<file path="src/rtl/key_pulse.sv">
// key_pulse: debounces a synchronised key level and emits single-cycle flap
// pulses on each accepted press and on auto-repeat while the key stays held.
//
// state        | meaning
// -------------|---------------------------------------------------------
// IDLE         | key released and accepted low
// PRESS_WAIT   | counting consecutive high samples before accepting a press
// HELD         | key accepted high; repeat timer running
// RELEASE_WAIT | counting consecutive low samples before accepting release
module key_pulse #(
   parameter int unsigned DEBOUNCE_CYCLES = 4,
   parameter int unsigned REPEAT_DELAY    = 10,
   parameter int unsigned REPEAT_PERIOD   = 5
) (
   input  logic       clk,
   input  logic       reset,
   input  logic       press,
   input  logic       enable,
   output logic       flap,
   output logic       held,
   output logic [7:0] flap_count
);

   typedef enum logic [1:0] {
      IDLE         = 2'd0,
      PRESS_WAIT   = 2'd1,
      HELD         = 2'd2,
      RELEASE_WAIT = 2'd3
   } state_t;

   // 9-bit compare values so counter+1 never wraps before the compare
   localparam logic [8:0] DEB_N = 9'(DEBOUNCE_CYCLES);
   localparam logic [8:0] RD_N  = 9'(REPEAT_DELAY);
   localparam logic [7:0] RP_N  = 8'(REPEAT_PERIOD);

   state_t     state_q, state_d;
   logic [7:0] deb_q, deb_d;
   logic [7:0] rpt_q, rpt_d;
   logic [7:0] per_q, per_d;
   logic       held_q, held_d;
   logic       flap_q, flap_d;
   logic [7:0] count_q, count_d;
   logic       evt;
   logic [8:0] deb_inc;
   logic [8:0] rpt_inc;

   // Next-state, counters and pulse qualification
   always_comb begin
      state_d = state_q;
      deb_d   = deb_q;
      rpt_d   = rpt_q;
      per_d   = per_q;
      held_d  = held_q;
      evt     = 1'b0;
      deb_inc = {1'b0, deb_q} + 9'd1;
      rpt_inc = {1'b0, rpt_q} + 9'd1;
      case (state_q)
         IDLE: begin
            if (press) begin
               if (DEB_N == 9'd1) begin
                  state_d = HELD;
                  held_d  = 1'b1;
                  rpt_d   = 8'd0;
                  evt     = 1'b1;
               end else begin
                  state_d = PRESS_WAIT;
                  deb_d   = 8'd1;
               end
            end
         end
         PRESS_WAIT: begin
            if (!press) begin
               state_d = IDLE;
            end else if (deb_inc == DEB_N) begin
               // this edge takes the last required high sample
               state_d = HELD;
               held_d  = 1'b1;
               rpt_d   = 8'd0;
               evt     = 1'b1;
            end else begin
               deb_d = deb_inc[7:0];
            end
         end
         HELD: begin
            if (!press) begin
               if (DEB_N == 9'd1) begin
                  state_d = IDLE;
                  held_d  = 1'b0;
               end else begin
                  state_d = RELEASE_WAIT;
                  deb_d   = 8'd1;
               end
            end else begin
               rpt_d = (rpt_q == 8'hFF) ? 8'hFF : rpt_inc[7:0];
               if (RD_N != 9'd0) begin
                  if (rpt_inc == RD_N) begin
                     evt   = 1'b1;
                     per_d = RP_N;
                  end else if ({1'b0, rpt_q} >= RD_N) begin
                     // period timer keeps running after rpt saturates
                     if (per_q <= 8'd1) begin
                        evt   = 1'b1;
                        per_d = RP_N;
                     end else begin
                        per_d = per_q - 8'd1;
                     end
                  end
               end
            end
         end
         RELEASE_WAIT: begin
            if (press) begin
               state_d = HELD;
               rpt_d   = 8'd0;
            end else if (deb_inc == DEB_N) begin
               state_d = IDLE;
               held_d  = 1'b0;
            end else begin
               deb_d = deb_inc[7:0];
            end
         end
         default: state_d = IDLE;
      endcase
      // guard keeps flap single-cycle even for degenerate repeat settings
      flap_d  = evt & enable & ~flap_q;
      count_d = count_q + {7'd0, flap_d};
   end

   // State and output registers, cleared asynchronously by reset
   always_ff @(posedge clk or posedge reset) begin
      if (reset) begin
         state_q <= IDLE;
         deb_q   <= 8'd0;
         rpt_q   <= 8'd0;
         per_q   <= 8'd0;
         held_q  <= 1'b0;
         flap_q  <= 1'b0;
         count_q <= 8'd0;
      end else begin
         state_q <= state_d;
         deb_q   <= deb_d;
         rpt_q   <= rpt_d;
         per_q   <= per_d;
         held_q  <= held_d;
         flap_q  <= flap_d;
         count_q <= count_d;
      end
   end

   assign flap       = flap_q;
   assign held       = held_q;
   assign flap_count = count_q;

endmodule

</file>
<file path="config.mk">
export PLATFORM = sky130hd
export DESIGN_NAME = key_pulse
export DESIGN_NICKNAME = d
export VERILOG_FILES = /design/src/rtl/key_pulse.sv
export SDC_FILE = /design/constraint.sdc
export NUM_CORES = 1
export LEC_CHECK = 0
export ABC_AREA = 1
export ABC_CLOCK_PERIOD_IN_PS = 2700
export CELL_PAD_IN_SITES_DETAIL_PLACEMENT = 1
export CELL_PAD_IN_SITES_GLOBAL_PLACEMENT = 1
export CORE_UTILIZATION = 48
export CTS_BUF_LIST = sky130_fd_sc_hd__clkbuf_8 sky130_fd_sc_hd__clkbuf_16
export CTS_CLUSTER_SIZE = 24
export DETAILED_ROUTE_END_ITERATION = 8
export DONT_BUFFER_PORTS = 1
export GPL_ROUTABILITY_DRIVEN = 0
export GPL_TIMING_DRIVEN = 0
export HOLD_SLACK_MARGIN = 0.03
export MAX_ROUTING_LAYER = met4
export PLACE_DENSITY = 0.76
export SLEW_MARGIN = 5
export SYNTH_ARGS = -nofsm -noshare
export SYNTH_HDL_FRONTEND = slang
export SYNTH_SLANG_ARGS = --single-unit
</file>
<file path="constraint.sdc">
create_clock -name clk -period 2.7 [get_ports clk]
set_input_delay 0.405 -clock clk [delete_from_list [all_inputs] [get_ports clk]]
set_output_delay 0.405 -clock clk [all_outputs]
set_load 0.03 [all_outputs]
</file>
==> impl_metrics.csv <==
group,metric,value,unit
global_route,grtUsageTotal,0.2361,
floorplan,core.rowCount,24,
yosys,syn_avg_cell_area,8.098,um2
power_and_ir_drop,p_leak,0.001260,uW
run,drv_cap,0,
min_path,min_path_type,"input pin to asynchronous set/reset pin",
clock_network,clk_latency,0.30,ns
clock_network,cts_buffer_depth,2,
yosys,synth_cell_types,33,
floorplan,die_w,71.22,um
route,drtAntennaViolNets,0,
finish,drive_above_1_share,0.2100,
timing,fin_setup_tns,0,ns
route,dr.pass1.iters,4,
route,via_per_inst,5.389,
clock_network,holdBufCountCts,0,
power_and_ir_drop,ir_drop,0.4283,mV
finish,final_nets,315,
yosys,syn-cell-area,2300,um2
route,drt_iter0_drc,113,
power_and_ir_drop,power,1998,uW
floorplan,ioPinCount,14,
setup_path,path_max_fanout,5,
status,outcome,"completed",
placed_design,io_buffers,0,
clock_network,clkSinkCount,36,
route,wl_per_cell,15.05,um
placed_design,dpl.hpwl,3685,um
power_and_ir_drop,power_density,776.6,nW/um2
floorplan,die_area,5072,um2
global_route,grt_pass1_vias,1937,
setup_path,worstPathCellList,"ha_2, nand2_1, nor2_1, nand2_1, nand3_2, nor2_4, nand2_4, nand2_1, nand2_1, a21oi_2, ha_2, ha_2, nand3_2, nor2_2, nand2_1, xnor2_1",
setup_path,worst_ep_required_time,2.87,ns
power_and_ir_drop,p_int,1139,uW
setup_path,rrSetupSlack,0.16,ns
floorplan,core-area,4474,um2
clock_network,root_buffer,"clkbuf_8",
route,dr_wl_met2,2598,um
route,num_vias,1897,
setup_path,critical_path_class,"register to register",
setup_path,startpoint_type,"register",
floorplan,die_y,71.22,um
timing,final.setup_skew,0.007898,ns
timing,finalCritPeriodShare,0.9405,
yosys,synth_seq_cells,36,
global_route,antenna_found_initial,0,
setup_path,endpoint_kind,"register",
clock_network,cts_tree,"yes",
clock_network,cts-htree-levels,2,
timing,finalHoldViolCount,0,
route,wl_met1,2501,um
yosys,netlist.area_leader.share,0.3917,
power_and_ir_drop,p_switching,858.4,uW
clock_network,cts_buffers,5,
setup_path,cpMaxStageDelayCell,"dfrtp_1",
power_and_ir_drop,power_frac_clock,0.246,
setup_path,path_common_cell,"nand2_1",
yosys,postSynthCellCount,284,
clock_network,path_clk_slew,0.08,ns
global_route,grt_pass1_wl,9101,um
floorplan,start_util,0.5140,
yosys,synth-seq-area-share,0.3917,
finish,diodes,0,
yosys,synthTopCellsByArea,"dfrtp_1 (39%), nand2_1 (11%), ha_1 (6.5%)",
yosys,syn_nets,300,
setup_path,cp.arrival,2.71,ns
timing,period_minus_slack,2.539,ns
timing,tightest_slew,0.7754,ns
power_and_ir_drop,p_seq_frac,0.384,
yosys,ys_warn_count,0,
timing,setup_viol,0,
finish,area_delta_synth_final,11.86,%
yosys,synth_top_area_cell,"dfrtp_1",
timing,slew_headroom,0.4823,
finish,final_cell_mix,"nand2_1 (65), dfrtp_1 (34), inv_1 (30), nor2_1 (25), nand3_1 (15)",
timing,max_clock_freq,393.8,MHz
setup_path,crit_path_max_incr_delay,0.41,ns
power_and_ir_drop,sw_frac_of_total,0.4297,
route,top_layer,"met4",
global_route,grt-ovfl-total,0,
global_route,grt_max_degree,37,
route,drc_errors,0,
route,dr_wl_met3,133,um
finish,final_common_cell,"nand2_1",
power_and_ir_drop,p_comb_frac,0.369,
timing,drv_slew,0,
route,drt_wl_total,5297,um
sequential cells by signal, summed over array words and instances, names as in the netlist, named ones only:
register    count
deb_q           8
flap_count      8
per_q           8
rpt_q           8
flap            1
held            1
state_q         1
layer usage:
| layer | up-vias | global-route usage |
|---|---|---|
| li1 | 954 | - |
| met5 | - | - |
| met4 | 0 | 0.06667 |
| met3 | 7 | 0.04782 |
| met1 | 917 | 0.3098 |
| met2 | 19 | 0.3725 |
layout make-up:
cell class | instances | area, um2
Multi-Input combinational cell | 211 | 1285
Clock inverter | 3 | 42.54
Fill cell | 555 | 1902
Timing Repair Buffer | 8 | 60.06
Buffer | 2 | 16.27
Sequential cell | 36 | 903.4
Inverter | 35 | 131.4
Clock buffer | 5 | 68.82
Tap cell | 52 | 65.06
power by group through the flow:
stage | Combinational (uW) | Clock [uW] | Sequential, uW
final | 738 | 492 | 768
after global routing | 839 | 516 | 778
after CTS | 699 | 502 | 774
after detailed placement | 688 | 0 | 786
after global placement | 671 | 0 | 781
after floorplan | 544 | 0 | 757
stage by stage:
stage	area [um2]	utilization	hold WS, ns	setup WS (ns)	std cells
6_report	2572	0.5749	0.1247	0.1606	352
5_1_grt	2572	0.5749	0.2024	-0.02813	352
4_1_cts	2485	0.5554	0.1632	0.02680	344
3_5_place_dp	2365	0.5285	0.4834	-0.08451	336
3_3_place_gp	2365	0.5285	0.4898	0.03367	336
2_1_floorplan	2300	-	0.4643	0.3715	284
critical path, delay by kind of cell, from the launching register on:
family,cells,cell delay (ns)
flops,1,0.41
xor+xnor,1,0.14
simple gates,11,1.07
fa+ha+maj,3,0.63
compound gates,1,0.16
Yosys cell counts:
cell,number
nor2_1,26
o21ai_1,5
nand2_1,65
nor3b_2,1
a2111oi_2,1
or2_2,1
o31ai_1,1
nand2_2,7
nor3_2,1
nand3b_1,1
a21oi_2,1
xor2_1,12
nor2_4,2
clkbuf_1,1
a21oi_1,8
o211ai_1,1
inv_1,31
nand2_4,3
xnor2_1,5
nor3_1,4
buf_6,1
nand3_2,1
nor2_2,1
dfrtp_1,36
nand3_4,1
o21ai_2,8
nand4_1,10
nor4_4,1
o21ai_0,12
ha_1,12
inv_2,4
nor4_1,3
nand3_1,17
cells by family after synthesis:
group           Yosys count  share of synthesized area
compound gates           37                     0.1017
xor+xnor                 17                    0.06474
fa+ha+maj                12                    0.06529
buf+inv                  37                    0.06365
flops                    36                     0.3917
simple gates            145                     0.3128
path summary, 6_finish.rpt:
kind	endpoint	from	cells after the start
setup / recovery	flap_count[6]	deb_q[0]	16
hold / removal	per_q[4]	reset	1
setup reg to reg	flap_count[6]	deb_q[0]	16
hold reg to reg	per_q[4]	per_q[4]	2
max in group asynchronous	rpt_q[0]	reset	1
min in group clk	held	press	2
what timing repair did:
action                                  CTS  global route
gates resized for setup                   2            11
cloned                                    0             0
setup buffers                             0             8
endpoints found under the setup margin    2             3
pin swaps                                 0             3
(Power assumes the default switching activity.)
